File: config.mk
export PLATFORM = sky130hd
export DESIGN_NAME = muxn_stage
export DESIGN_NICKNAME = d
export VERILOG_FILES = /design/src/rtl/muxn_stage_pkg.sv /design/src/rtl/muxn.sv /design/src/rtl/muxn_stage.sv
export SDC_FILE = /design/constraint.sdc
export NUM_CORES = 1
export LEC_CHECK = 0
export ABC_CLOCK_PERIOD_IN_PS = 2200
export CAP_MARGIN = 30
export CORE_AREA = 2 2 75 130
export CTS_BUF_LIST = sky130_fd_sc_hd__clkbuf_8
export CTS_CLUSTER_DIAMETER = 50
export DETAILED_ROUTE_END_ITERATION = 16
export DIE_AREA = 0 0 77 132
export PLACE_DENSITY = 0.78
export SLEW_MARGIN = 30
export SYNTH_ARGS = -nofsm -noshare
export SYNTH_HDL_FRONTEND = slang
export SYNTH_HIERARCHICAL = 1
export SYNTH_SLANG_ARGS = --single-unit
export TNS_END_PERCENT = 5
File: constraint.sdc
create_clock -name clk -period 2.2 [get_ports clk]
set_input_delay 0.66 -clock clk [delete_from_list [all_inputs] [get_ports clk]]
set_output_delay 0.66 -clock clk [all_outputs]
set_load 0.05 [all_outputs]
File: src/rtl/muxn_stage_pkg.sv
// Shared constants and helpers for the registered N-way select stage.
package muxn_stage_pkg;

  localparam int DEFAULT_WIDTH = 32;
  localparam int DEFAULT_N     = 4;

  // Bit offset of channel k inside a packed bus of width-bit channels.
  function automatic int chan_lsb(input int k, input int width);
    return k * width;
  endfunction

endpackage

File: src/rtl/muxn.sv
// Combinational N-way channel selector.
// A select value that names no channel yields zero data and raises sel_bad.
module muxn
  import muxn_stage_pkg::*;
#(
  parameter int  WIDTH = DEFAULT_WIDTH,
  parameter int  N     = DEFAULT_N,
  localparam int SELW  = $clog2(N)
) (
  input  logic [N*WIDTH-1:0] in_data,
  input  logic [SELW-1:0]    sel,
  output logic [WIDTH-1:0]   out_data,
  output logic               sel_bad
);

  // Scan every channel; only an exact select match overrides the zero default.
  always_comb begin
    out_data = '0;
    sel_bad  = 1'b1;
    for (int k = 0; k < N; k++) begin
      if (sel == SELW'(k)) begin
        out_data = in_data[chan_lsb(k, WIDTH) +: WIDTH];
        sel_bad  = 1'b0;
      end
    end
  end

endmodule

File: src/rtl/muxn_stage.sv
// Registered N-way select stage with a two-entry (main + skid) buffer.
// in_ready is a flop equal to "skid empty", so upstream never sees a
// combinational path from out_ready.
module muxn_stage
  import muxn_stage_pkg::*;
#(
  parameter int  WIDTH = DEFAULT_WIDTH,
  parameter int  N     = DEFAULT_N,
  localparam int SELW  = $clog2(N)
) (
  input  logic               clk,
  input  logic               reset,
  input  logic [N*WIDTH-1:0] in_data,
  input  logic [SELW-1:0]    sel,
  input  logic               in_valid,
  output logic               in_ready,
  input  logic               flush,
  output logic [WIDTH-1:0]   out_data,
  output logic               out_valid,
  input  logic               out_ready,
  output logic               sel_err
);

  logic [WIDTH-1:0] mux_data;
  logic             mux_bad;

  logic [WIDTH-1:0] main_data, main_data_n;
  logic             main_valid, main_valid_n;
  logic [WIDTH-1:0] skid_data, skid_data_n;
  logic             skid_valid, skid_valid_n;
  logic             in_ready_q;
  logic             sel_err_q;

  logic accept;
  logic consume;

  muxn #(
    .WIDTH (WIDTH),
    .N     (N)
  ) u_muxn (
    .in_data  (in_data),
    .sel      (sel),
    .out_data (mux_data),
    .sel_bad  (mux_bad)
  );

  assign accept  = in_valid && in_ready_q && !flush;
  assign consume = main_valid && out_ready;

  // Next buffer contents: flush wins, then consume (skid refills main), then accept.
  always_comb begin
    main_valid_n = main_valid;
    main_data_n  = main_data;
    skid_valid_n = skid_valid;
    skid_data_n  = skid_data;
    if (flush) begin
      main_valid_n = 1'b0;
      skid_valid_n = 1'b0;
    end else if (consume) begin
      if (skid_valid) begin
        main_data_n  = skid_data;
        skid_valid_n = 1'b0;
      end else if (accept) begin
        main_data_n = mux_data;
      end else begin
        main_valid_n = 1'b0;
      end
    end else if (accept) begin
      if (main_valid) begin
        skid_data_n  = mux_data;
        skid_valid_n = 1'b1;
      end else begin
        main_data_n  = mux_data;
        main_valid_n = 1'b1;
      end
    end
  end

  // State registers; reset clears both entries and holds in_ready low.
  always_ff @(posedge clk) begin
    if (reset) begin
      main_valid <= 1'b0;
      main_data  <= '0;
      skid_valid <= 1'b0;
      skid_data  <= '0;
      in_ready_q <= 1'b0;
      sel_err_q  <= 1'b0;
    end else begin
      main_valid <= main_valid_n;
      main_data  <= main_data_n;
      skid_valid <= skid_valid_n;
      skid_data  <= skid_data_n;
      in_ready_q <= !skid_valid_n;
      sel_err_q  <= accept && mux_bad;
    end
  end

  assign in_ready  = in_ready_q;
  assign out_data  = main_data;
  assign out_valid = main_valid;
  assign sel_err   = sel_err_q;

endmodule

==> flow_metrics.env <==
export IMPL_worstPathArrival_ns=1.53
export IMPL_antenna_left=0
export IMPL_yosysTopAreaCell="dfxtp_1"
export IMPL_setup_viol=0
export IMPL_synthCells=358
export IMPL_synthToLayoutAreaGrowth_pct=51.1
export IMPL_finalMaxSlewViolations=0
export IMPL_postSynthAreaPerCell_um2=10.9
export IMPL_setup_tns_ns=0
export IMPL_critPathMaxStageDelay_ns=0.82
export IMPL_num_nets_final=645
export IMPL_clk_latency_ns=0.35
export IMPL_final_cell_mix="clkdlybuf4s50_1, dfxtp_1, a31oi_1, o21ai_0"
export IMPL_path_cells="clkdlybuf4s50_1"
export IMPL_final_instance_count_excl_fill=635
export IMPL_irDropWorstVdd_mv=0.362
export IMPL_cts_sink_count=68
export IMPL_synth_area_mm2=0.00390
export IMPL_drc=0
export IMPL_vias=3724
export IMPL_grt_max_degree=69
export IMPL_grt_pass1_wl_mm=19.9
export IMPL_cts_max_level=3
export IMPL_drt_initial_drc_count=180
export IMPL_synth_top_area_share_pct=34.9
export IMPL_core_area_mm2=0.00909
export IMPL_postCtsSetupBuffers=0
export IMPL_grt_pass1_vias=4030
export IMPL_hold_path_class="reg2reg"
export IMPL_layout_drive_gt1_share_pct=22.7
export IMPL_fp_dieW_um=77
export IMPL_cts_clk_slew_worst_paths_ns=0.07
export IMPL_numPortBuffers=169
export IMPL_synthesis_nets=493
export IMPL_fin_skew_ns=0.00904
export IMPL_worst_path_stages=1
export IMPL_p_per_area_mw_per_mm2=542
export IMPL_antenna_found_initial=0
export IMPL_cts_tree="done"
export IMPL_cp_endpoint="out_data[19]"
export IMPL_num_rows=46
export IMPL_initial_utilization_pct=42.8
export IMPL_pin_count=170
export IMPL_drv_cap=0
export IMPL_postCtsHoldBufs=0
export IMPL_multi_input_area_mm2=0.00223
export IMPL_max_slew_margin_rel_pct=64.0
export IMPL_status="finished, final reports clean"
export IMPL_regArea_mm2=0.00136
export IMPL_vias_per_cell=5.86
export IMPL_grtUsageTotal_pct=24.5
export IMPL_cts_buffers=9
export IMPL_power_leakage_nw=2.37
export IMPL_r2r_start="out_valid"
export IMPL_first_pass_iters=4
export IMPL_place_gp_congestion=0.809
export IMPL_path_max_fanout=2
export IMPL_path_class="reg2out"
export IMPL_reg2reg_slack_ns=0.67
export IMPL_n_antenna_cell=0
export IMPL_dp_cells=619
export IMPL_total_power_w=0.00319
export IMPL_rr_endpoint="out_data[2]"
export IMPL_path_buf_inv=1
export IMPL_tightest_slew_ns=0.539
export IMPL_cp_top_family="buffers and inverters"
export IMPL_synth_distinct_cells=28
export IMPL_seq_area_frac_synth_pct=34.9
export IMPL_die_h_um=132
export IMPL_rsz0062_at_grt="no"
export IMPL_post_route_util_pct=64.7
export IMPL_synth_warnings=6
export IMPL_gr_total_overflow=0
export IMPL_mostFrequentLayoutCell="clkdlybuf4s50_1"
export IMPL_wl_mm=12.3
export IMPL_period_needed_ns=2.19
export IMPL_fill_cells=764
export IMPL_crit_slowest_cell="clkdlybuf4s50_1"
export IMPL_timing_final_hold_violations=0
export IMPL_fmax_mhz=456
export IMPL_worstSetupStartpointType="register"
export IMPL_synthTopCellsByArea="dfxtp_1, mux4_2, a211oi_2, mux2i_1, a31oi_1"
export IMPL_end_kind="output pin"
export IMPL_fin_crit_sh_pct=99.7
export IMPL_cts_buffer_depth=2
export IMPL_critPathLaunch="out_data[19]"
export IMPL_root_buffer="clkbuf_8"
export IMPL_worst_r2r_path_depth=4
export IMPL_cp_required_ns=1.54
export IMPL_dp_hpwl_mm=8.81
export IMPL_synth_seq_cells=68
export IMPL_post_drt_wl_per_cell_um=19.3
export IMPL_dieArea_mm2=0.0102
[cells in the mapped netlist (all sizes together)]
master	instances
nand2b	1
a21oi	32
and4b	1
inv	2
nor2b	1
nor2	1
a22o	1
mux2i	32
nand4b	1
nand3	33
nand2	1
a31oi	33
o21ai	33
a211oi	34
conb	1
clkbuf	24
nor4b	1
buf	25
mux4	32
dfxtp	68
and3	1
[per-layer routing]
layer,track usage [%],routed length [µm],share of wire (%),vias to the layer above
met4,13.1,362,2.9,0
met3,4.38,814,6.6,25
met5,0,0,0,-
li1,-,-,-,1708
met2,47.1,6950,57,171
met1,24.1,4150,34,1820
[timing repair]
item / in CTS / in global routing
endpoints found under the hold margin: 0 / 0
gates cloned: 0 / 0
resized for setup: 1 / 9
endpoints found under the setup margin: 1 / 9
[cells by family (layout without fill, tap and decap cells)]
group                  Yosys count  after routing  synth area share [%]
DFF                             68             68                  34.9
buffers and inverters           51            208                  7.80
AOI/OAI and AO/OA              133            133                  24.5
muxes                           64             64                  26.9
other                            1              1                0.0962
and+or+nand+nor                 41             41                  5.75
[flip-flops by register name (all words and copies together) (netlist names)]
signal,cells
in_ready,1
out_data,32
out_valid,1
sel_err,1
skid_data,32
skid_valid,1
[per-stage QoR]
step | hold WS, ns | setup slack (ns) | cell area (µm²)
floorplan | 0.453 | 0.388 | 3900
global placement | 0.459 | -0.0409 | 5650
detailed placement | 0.466 | -0.0876 | 5650
CTS | 0.476 | 0.000676 | 5860
global route | 0.496 | 0.000104 | 5890
finish | 0.474 | 0.00702 | 5890
[cell type report]
cell class | count | area share (%)
repair buffers | 190 | 32.7
multi-input cells | 239 | 37.9
clock buffers | 12 | 2.81
well taps | 120 | 2.55
flip-flops and latches | 68 | 23.1
clock inverters | 4 | 0.808
inverters | 2 | 0.128
[power breakdown]
| part | internal (W) | switching [W] | total, W |
|---|---|---|---|
| combinational | 0.000434 | 0.000378 | 0.000812 |
| clock | 0.000612 | 0.000475 | 0.00109 |
| sequential | 0.00127 | 0.0000238 | 0.00129 |
| total | 0.00231 | 0.000877 | 0.00319 |
[how the worst min path moves through the flow]
| stage | start | end | slack (ns) | cells after the start |
|---|---|---|---|---|
| 2_1_floorplan | skid_data[0] | skid_data[0] | 0.45 | 2 |
| 3_3_place_gp | skid_data[9] | skid_data[9] | 0.46 | 2 |
| 3_5_place_dp | skid_data[4] | skid_data[4] | 0.47 | 2 |
| 4_1_cts | skid_data[4] | skid_data[4] | 0.48 | 2 |
| 5_1_grt | skid_data[21] | skid_data[21] | 0.50 | 2 |
| 6_report | skid_data[31] | skid_data[31] | 0.47 | 2 |
Note: power is estimated with default switching activity, not from simulation.
